[config.mk]
export PLATFORM = sky130hd
export DESIGN_NAME = inventory_txn_arbiter_flat
export DESIGN_NICKNAME = d
export VERILOG_FILES = /design/src/rtl/inventory_txn_arbiter_if.sv /design/src/rtl/inventory_txn_arbiter.sv /design/src/flat_wrapper.sv
export SDC_FILE = /design/constraint.sdc
export NUM_CORES = 1
export LEC_CHECK = 0
export CORE_MARGIN = 4
export CORE_UTILIZATION = 25
export DETAILED_ROUTE_END_ITERATION = 6
export HOLD_SLACK_MARGIN = 0.05
export PLACE_DENSITY = 0.5
export SLEW_MARGIN = 30
export SYNTH_ARGS = -nofsm -noshare
export SYNTH_HDL_FRONTEND = slang
export SYNTH_SLANG_ARGS = --single-unit
[constraint.sdc]
create_clock -name clk -period 4.85 [get_ports clk]
set_input_delay 0.97 -clock clk [delete_from_list [all_inputs] [get_ports clk]]
set_output_delay 0.97 -clock clk [all_outputs]
set_load 0.005 [all_outputs]
[src/rtl/inventory_txn_arbiter_if.sv]
// Requester, response and datapath signals of the inventory transaction arbiter.
interface inventory_txn_arbiter_if;
    logic       enabled;

    logic       req0_valid;
    logic       req0_ready;
    logic [5:0] req0_id;
    logic [3:0] req0_qty;
    logic       req0_sub;

    logic       req1_valid;
    logic       req1_ready;
    logic [5:0] req1_id;
    logic [3:0] req1_qty;
    logic       req1_sub;

    logic       rsp0_valid;
    logic [1:0] rsp0_status;
    logic       rsp1_valid;
    logic [1:0] rsp1_status;

    logic       dp_valid;
    logic [5:0] dp_id;
    logic [3:0] dp_add;
    logic [3:0] dp_sub;
    logic       dp_done;
    logic       dp_ovf;
    logic       dp_unf;

    logic       busy;
    logic [7:0] txn_count;

    // Arbiter side
    modport slave (
        input  enabled,
        input  req0_valid, req0_id, req0_qty, req0_sub,
        output req0_ready,
        input  req1_valid, req1_id, req1_qty, req1_sub,
        output req1_ready,
        output rsp0_valid, rsp0_status, rsp1_valid, rsp1_status,
        output dp_valid, dp_id, dp_add, dp_sub,
        input  dp_done, dp_ovf, dp_unf,
        output busy, txn_count
    );

    // Requester / datapath / environment side
    modport master (
        output enabled,
        output req0_valid, req0_id, req0_qty, req0_sub,
        input  req0_ready,
        output req1_valid, req1_id, req1_qty, req1_sub,
        input  req1_ready,
        input  rsp0_valid, rsp0_status, rsp1_valid, rsp1_status,
        input  dp_valid, dp_id, dp_add, dp_sub,
        output dp_done, dp_ovf, dp_unf,
        input  busy, txn_count
    );
endinterface

[src/rtl/inventory_txn_arbiter.sv]
// Round-robin arbiter/sequencer sharing the shelf-update datapath between
// the restock (0) and checkout (1) terminals.
module inventory_txn_arbiter #(
    parameter int unsigned TIMEOUT = 15
) (
    input  logic                    clk,
    input  logic                    rst,
    inventory_txn_arbiter_if.slave  bus
);

    typedef enum logic [1:0] {S_IDLE, S_ISSUE, S_WAIT, S_RESP} state_t;

    localparam logic [1:0] ST_OK   = 2'b00;
    localparam logic [1:0] ST_OVF  = 2'b01;
    localparam logic [1:0] ST_UNF  = 2'b10;
    localparam logic [1:0] ST_REJ  = 2'b11;

    state_t     state_q, state_d;
    logic       rr_ptr_q, rr_ptr_d;
    logic       owner_q, owner_d;
    logic [7:0] cnt_q, cnt_d;
    logic [7:0] txn_count_q, txn_count_d;
    logic       dp_valid_q, dp_valid_d;
    logic [5:0] dp_id_q, dp_id_d;
    logic [3:0] dp_add_q, dp_add_d;
    logic [3:0] dp_sub_q, dp_sub_d;
    logic       rsp0_valid_q, rsp0_valid_d;
    logic       rsp1_valid_q, rsp1_valid_d;
    logic [1:0] rsp0_status_q, rsp0_status_d;
    logic [1:0] rsp1_status_q, rsp1_status_d;

    logic       grant1;
    logic       hs;
    logic [5:0] sel_id;
    logic [3:0] sel_qty;
    logic       sel_sub;

    // Combinational grant: a lone requester wins, otherwise rr_ptr decides
    always_comb begin
        grant1  = bus.req1_valid & (~bus.req0_valid | rr_ptr_q);
        hs      = (state_q == S_IDLE) & (bus.req0_valid | bus.req1_valid);
        sel_id  = grant1 ? bus.req1_id  : bus.req0_id;
        sel_qty = grant1 ? bus.req1_qty : bus.req0_qty;
        sel_sub = grant1 ? bus.req1_sub : bus.req0_sub;
    end

    assign bus.req0_ready = hs & ~grant1;
    assign bus.req1_ready = hs & grant1;

    // Next-state and registered-output computation
    always_comb begin
        logic       go_resp;
        logic [1:0] resp_status;

        state_d       = state_q;
        rr_ptr_d      = rr_ptr_q;
        owner_d       = owner_q;
        cnt_d         = cnt_q;
        txn_count_d   = txn_count_q;
        dp_valid_d    = 1'b0;
        dp_id_d       = dp_id_q;
        dp_add_d      = dp_add_q;
        dp_sub_d      = dp_sub_q;
        rsp0_valid_d  = 1'b0;
        rsp1_valid_d  = 1'b0;
        rsp0_status_d = '0;
        rsp1_status_d = '0;
        go_resp       = 1'b0;
        resp_status   = ST_OK;

        unique case (state_q)
            S_IDLE: begin
                dp_id_d  = '0;
                dp_add_d = '0;
                dp_sub_d = '0;
                if (hs) begin
                    owner_d = grant1;
                    if (!bus.enabled) begin
                        go_resp     = 1'b1;
                        resp_status = ST_REJ;
                    end else if (sel_qty == '0) begin
                        go_resp     = 1'b1;
                        resp_status = ST_OK;
                    end else begin
                        state_d    = S_ISSUE;
                        dp_valid_d = 1'b1;
                        dp_id_d    = sel_id;
                        dp_add_d   = sel_sub ? '0 : sel_qty;
                        dp_sub_d   = sel_sub ? sel_qty : '0;
                    end
                end
            end
            S_ISSUE: begin
                state_d = S_WAIT;
                cnt_d   = '0;
            end
            S_WAIT: begin
                if (bus.dp_done) begin
                    go_resp     = 1'b1;
                    resp_status = bus.dp_ovf ? ST_OVF : (bus.dp_unf ? ST_UNF : ST_OK);
                    txn_count_d = txn_count_q + 8'd1;
                end else if (cnt_q == 8'(TIMEOUT - 1)) begin
                    go_resp     = 1'b1;
                    resp_status = ST_REJ;
                end else begin
                    cnt_d = cnt_q + 8'd1;
                end
            end
            S_RESP: begin
                state_d  = S_IDLE;
                rr_ptr_d = ~owner_q;
                dp_id_d  = '0;
                dp_add_d = '0;
                dp_sub_d = '0;
            end
            default: state_d = S_IDLE;
        endcase

        // Response is registered, so it is launched on the transition into RESP
        if (go_resp) begin
            state_d = S_RESP;
            if (owner_d) begin
                rsp1_valid_d  = 1'b1;
                rsp1_status_d = resp_status;
            end else begin
                rsp0_valid_d  = 1'b1;
                rsp0_status_d = resp_status;
            end
        end
    end

    // State and output registers with asynchronous reset
    always_ff @(posedge clk or posedge rst) begin
        if (rst) begin
            state_q       <= S_IDLE;
            rr_ptr_q      <= 1'b0;
            owner_q       <= 1'b0;
            cnt_q         <= '0;
            txn_count_q   <= '0;
            dp_valid_q    <= 1'b0;
            dp_id_q       <= '0;
            dp_add_q      <= '0;
            dp_sub_q      <= '0;
            rsp0_valid_q  <= 1'b0;
            rsp1_valid_q  <= 1'b0;
            rsp0_status_q <= '0;
            rsp1_status_q <= '0;
        end else begin
            state_q       <= state_d;
            rr_ptr_q      <= rr_ptr_d;
            owner_q       <= owner_d;
            cnt_q         <= cnt_d;
            txn_count_q   <= txn_count_d;
            dp_valid_q    <= dp_valid_d;
            dp_id_q       <= dp_id_d;
            dp_add_q      <= dp_add_d;
            dp_sub_q      <= dp_sub_d;
            rsp0_valid_q  <= rsp0_valid_d;
            rsp1_valid_q  <= rsp1_valid_d;
            rsp0_status_q <= rsp0_status_d;
            rsp1_status_q <= rsp1_status_d;
        end
    end

    assign bus.dp_valid    = dp_valid_q;
    assign bus.dp_id       = dp_id_q;
    assign bus.dp_add      = dp_add_q;
    assign bus.dp_sub      = dp_sub_q;
    assign bus.rsp0_valid  = rsp0_valid_q;
    assign bus.rsp0_status = rsp0_status_q;
    assign bus.rsp1_valid  = rsp1_valid_q;
    assign bus.rsp1_status = rsp1_status_q;
    assign bus.busy        = (state_q != S_IDLE);
    assign bus.txn_count   = txn_count_q;

endmodule
[src/flat_wrapper.sv]
// flat-port wrapper written by rule: the top's interface ports become plain ports
module inventory_txn_arbiter_flat 
#(
    parameter int unsigned TIMEOUT = 15
)
  (clk, rst, bus_enabled, bus_req0_valid, bus_req0_id, bus_req0_qty, bus_req0_sub, bus_req0_ready, bus_req1_valid, bus_req1_id, bus_req1_qty, bus_req1_sub, bus_req1_ready, bus_rsp0_valid, bus_rsp0_status, bus_rsp1_valid, bus_rsp1_status, bus_dp_valid, bus_dp_id, bus_dp_add, bus_dp_sub, bus_dp_done, bus_dp_ovf, bus_dp_unf, bus_busy, bus_txn_count);
  inventory_txn_arbiter_if bus_i ();
  input  logic clk;
  input  logic rst;
  input wire logic [$bits(bus_i.enabled)-1:0] bus_enabled;
  input wire logic [$bits(bus_i.req0_valid)-1:0] bus_req0_valid;
  input wire logic [$bits(bus_i.req0_id)-1:0] bus_req0_id;
  input wire logic [$bits(bus_i.req0_qty)-1:0] bus_req0_qty;
  input wire logic [$bits(bus_i.req0_sub)-1:0] bus_req0_sub;
  output wire logic [$bits(bus_i.req0_ready)-1:0] bus_req0_ready;
  input wire logic [$bits(bus_i.req1_valid)-1:0] bus_req1_valid;
  input wire logic [$bits(bus_i.req1_id)-1:0] bus_req1_id;
  input wire logic [$bits(bus_i.req1_qty)-1:0] bus_req1_qty;
  input wire logic [$bits(bus_i.req1_sub)-1:0] bus_req1_sub;
  output wire logic [$bits(bus_i.req1_ready)-1:0] bus_req1_ready;
  output wire logic [$bits(bus_i.rsp0_valid)-1:0] bus_rsp0_valid;
  output wire logic [$bits(bus_i.rsp0_status)-1:0] bus_rsp0_status;
  output wire logic [$bits(bus_i.rsp1_valid)-1:0] bus_rsp1_valid;
  output wire logic [$bits(bus_i.rsp1_status)-1:0] bus_rsp1_status;
  output wire logic [$bits(bus_i.dp_valid)-1:0] bus_dp_valid;
  output wire logic [$bits(bus_i.dp_id)-1:0] bus_dp_id;
  output wire logic [$bits(bus_i.dp_add)-1:0] bus_dp_add;
  output wire logic [$bits(bus_i.dp_sub)-1:0] bus_dp_sub;
  input wire logic [$bits(bus_i.dp_done)-1:0] bus_dp_done;
  input wire logic [$bits(bus_i.dp_ovf)-1:0] bus_dp_ovf;
  input wire logic [$bits(bus_i.dp_unf)-1:0] bus_dp_unf;
  output wire logic [$bits(bus_i.busy)-1:0] bus_busy;
  output wire logic [$bits(bus_i.txn_count)-1:0] bus_txn_count;
  assign bus_i.enabled = bus_enabled;
  assign bus_i.req0_valid = bus_req0_valid;
  assign bus_i.req0_id = bus_req0_id;
  assign bus_i.req0_qty = bus_req0_qty;
  assign bus_i.req0_sub = bus_req0_sub;
  assign bus_req0_ready = bus_i.req0_ready;
  assign bus_i.req1_valid = bus_req1_valid;
  assign bus_i.req1_id = bus_req1_id;
  assign bus_i.req1_qty = bus_req1_qty;
  assign bus_i.req1_sub = bus_req1_sub;
  assign bus_req1_ready = bus_i.req1_ready;
  assign bus_rsp0_valid = bus_i.rsp0_valid;
  assign bus_rsp0_status = bus_i.rsp0_status;
  assign bus_rsp1_valid = bus_i.rsp1_valid;
  assign bus_rsp1_status = bus_i.rsp1_status;
  assign bus_dp_valid = bus_i.dp_valid;
  assign bus_dp_id = bus_i.dp_id;
  assign bus_dp_add = bus_i.dp_add;
  assign bus_dp_sub = bus_i.dp_sub;
  assign bus_i.dp_done = bus_dp_done;
  assign bus_i.dp_ovf = bus_dp_ovf;
  assign bus_i.dp_unf = bus_dp_unf;
  assign bus_busy = bus_i.busy;
  assign bus_txn_count = bus_i.txn_count;
  inventory_txn_arbiter #(.TIMEOUT(TIMEOUT)) u_core (.clk(clk), .rst(rst), .bus(bus_i));
endmodule
==> results.json <==
{
  "syn_nets": 245,
  "cts-resized-gates": 0,
  "antenna_found_initial": 0,
  "gr-total-overflow": 0,
  "finalSetupTns_ps": 0,
  "htreeDepth": 2,
  "cts_buffer_depth": 2,
  "nNetsFinal": 309,
  "path_max_fanout": 9,
  "grtUsageTotal_pct": 10.8,
  "drt-met1-wl_um": 2430,
  "async_flop_share_pct": 100,
  "hold_end": "u_core.bus.txn_count[7]",
  "dieArea_mm2": 0.0101,
  "place_hpwl_um": 3990,
  "rows": 33,
  "final_common_cell": "clkdlybuf4s50_1",
  "grt_max_degree": 42,
  "cap_violations": 0,
  "final_cell_mix": "clkdlybuf4s50_1, dfrtp_1, nand2_1, inv_1, mux2i_1",
  "ios": 62,
  "r2r_setup_slack_ps": 2710,
  "drt-initial-drc-count": 44,
  "place_ws_ps": 1340,
  "cts_tree": "built",
  "crit_required_ps": 3880,
  "start_kind": "primary input",
  "reg2reg_to": "u_core.cnt_q[7]",
  "worstRegToRegCells": 6,
  "hold_path_startpoint": "u_core.bus.txn_count[7]",
  "clk_latency_ps": 290,
  "dr_wl_met2_um": 2330,
  "io_buffer_count": 61,
  "cts_setup_buffers": 0,
  "grt_pass1_vias": 1860,
  "grt_pass1_wl_um": 8770,
  "setup_viol": 0,
  "fin_crit_ps": 3530,
  "finalHoldViolCount": 0,
  "rsz0062_at_grt": "no",
  "ys.flop_type": "dfrtp_1",
  "slew_headroom_pct": 63.8,
  "die_w_um": 100,
  "yosysTopAreaCell": "dfrtp_1",
  "wirelength_um": 5160,
  "synth_cell_types": 49,
  "clkSlewWorstSetupHoldPaths_ps": 80,
  "drive_gt1_share_pct": 9.89,
  "setup.worst_path.end_class": "output pin",
  "drcViolationCount": 0,
  "clock-skew-final_ps": 6.37,
  "cts_hold_buffers": 0,
  "synthTopCellsByArea": "dfrtp_1, mux2i_1, nand2_1",
  "fill_cells": 842,
  "fp.dieH_um": 100,
  "timing.final.ws_setup_ps": 1320,
  "antenna_left": 0,
  "num_antenna_cells": 0,
  "via_count": 1791,
  "yosysSeqAreaShare_pct": 48.2,
  "wl_per_cell_um": 13.6,
  "slew_viol_final": 0,
  "cts_num_sinks": 41,
  "hold-path-cell-count": 1,
  "syn_inst": 208,
  "yosysWarnings": 0,
  "whs_ps": 468,
  "finalCritPeriodShare_pct": 72.8,
  "min_path_type": "reg -> reg",
  "start_util_pct": 25.8,
  "powerDensity_mw_per_mm2": 435,
  "globalplace.congestion": 0.769,
  "synth_edf_count": 0,
  "regArea_mm2": 0.00103,
  "worstMarginPinSlew_ps": 543,
  "p_leak_uw": 0.00128,
  "fp.coreArea_mm2": 0.00826,
  "reg2reg_from": "u_core.state_q[0]",
  "wl_met3_um": 354,
  "drt_pass1_iterations": 4,
  "cts_root_buf": "clkbuf_8",
  "crit_type": "in -> out",
  "arrival_ps": 2560,
  "syn_area_mm2": 0.00213,
  "viasPerCell": 4.74,
  "ys_seq_elements": 41,
  "yosysTopAreaCellShare_pct": 48.2,
  "multi_input_comb_area_mm2": 0.00103,
  "numCtsBuffers": 5,
  "syn_avg_cell_area_um2": 10.2,
  "ir_drop_v": 0.000239,
  "fmax_ghz": 0.283,
  "top_layer_used": "met4",
  "area_growth_pct": 38.1,
  "status": "finished clean"
}
cells in the mapped netlist (all sizes together), types with 3 or more instances:
cell type / instances
inv: 14
a21oi: 9
nor2: 8
nand2: 28
xnor2: 5
ha: 7
a31oi: 3
nor3: 5
o21ai: 22
o31ai: 3
xor2: 3
or4: 5
clkbuf: 3
dfrtp: 41
mux2i: 12
a32oi: 3
nor4b: 3
nand3: 6
cells by family (layout without fill, tap and decap cells):
logic type,count (synthesis),in the layout,share of synthesized area (%)
AND/OR/NAND/NOR,69,69,18.6
AO/OA/AOI/OAI,51,51,16.1
multiplexers,13,13,6.17
buffers and inverters,19,84,3.58
XOR/XNOR,8,8,3.29
adder cells (fa/ha/maj),7,7,4.11
flip-flops,41,41,48.2
per-layer routing:
layer / track usage, % / vias up
met5: 0 / -
met4: 3.11 / 0
met3: 3.27 / 7
met2: 17.1 / 55
met1: 14.3 / 851
li1: - / 878
state kept, by name, summed over array words and instances (netlist names):
| signal | count |
|---|---|
| u_core.bus.txn_count | 8 |
| u_core.cnt_q | 8 |
| u_core.bus.dp_id | 6 |
| u_core.bus.dp_add | 4 |
| u_core.bus.dp_sub | 4 |
| u_core.bus.rsp0_status | 2 |
| u_core.bus.rsp1_status | 2 |
| u_core.state_q | 2 |
| u_core.bus.dp_valid | 1 |
| u_core.bus.rsp0_valid | 1 |
| u_core.bus.rsp1_valid | 1 |
| u_core.owner_q | 1 |
| u_core.rr_ptr_q | 1 |
power by group:
group          internal (uW)  switching, uW  total (uW)
clock                   99.3            118         217
sequential               423           69.5         493
combinational            273            298         571
through the flow:
step	std cells	util (%)	area, um^2	total power (uW)
4_1_cts	378	35.6	2940	1310
5_1_grt	378	35.6	2940	1390
2_1_floorplan	208	-	2130	839
6_report	378	35.6	2940	1280
3_3_place_gp	370	34.6	2860	1080
3_5_place_dp	370	34.6	2860	1080
worst max path at each step:
stage | slack, ps | start | depth (start not counted) | to
after floorplan | 2450 | bus_req1_valid | 3 | bus_req0_ready
after global placement | 1360 | bus_req1_valid | 4 | bus_req1_ready
after detailed placement | 1340 | bus_req1_valid | 4 | bus_req1_ready
after CTS | 1310 | bus_req1_valid | 4 | bus_req1_ready
after global routing | 1140 | bus_req1_valid | 4 | bus_req1_ready
final | 1320 | bus_req1_valid | 4 | bus_req1_ready
worst max-delay path: stages:
cell             delay [ps]
clkdlybuf4s50_1         650
inv_1                   120
nor3_1                  270
clkdlybuf4s50_1         550
cell type report:
type / instances / share of cell area, %
Multi-Input combinational cell: 148 / 34.9
Sequential cell: 41 / 34.9
Timing Repair Buffer: 62 / 21.0
Tap cell: 105 / 4.46
Clock buffer: 5 / 2.34
Inverter: 14 / 1.79
Clock inverter: 3 / 0.595
Note: power is estimated with default switching activity, not from simulation.
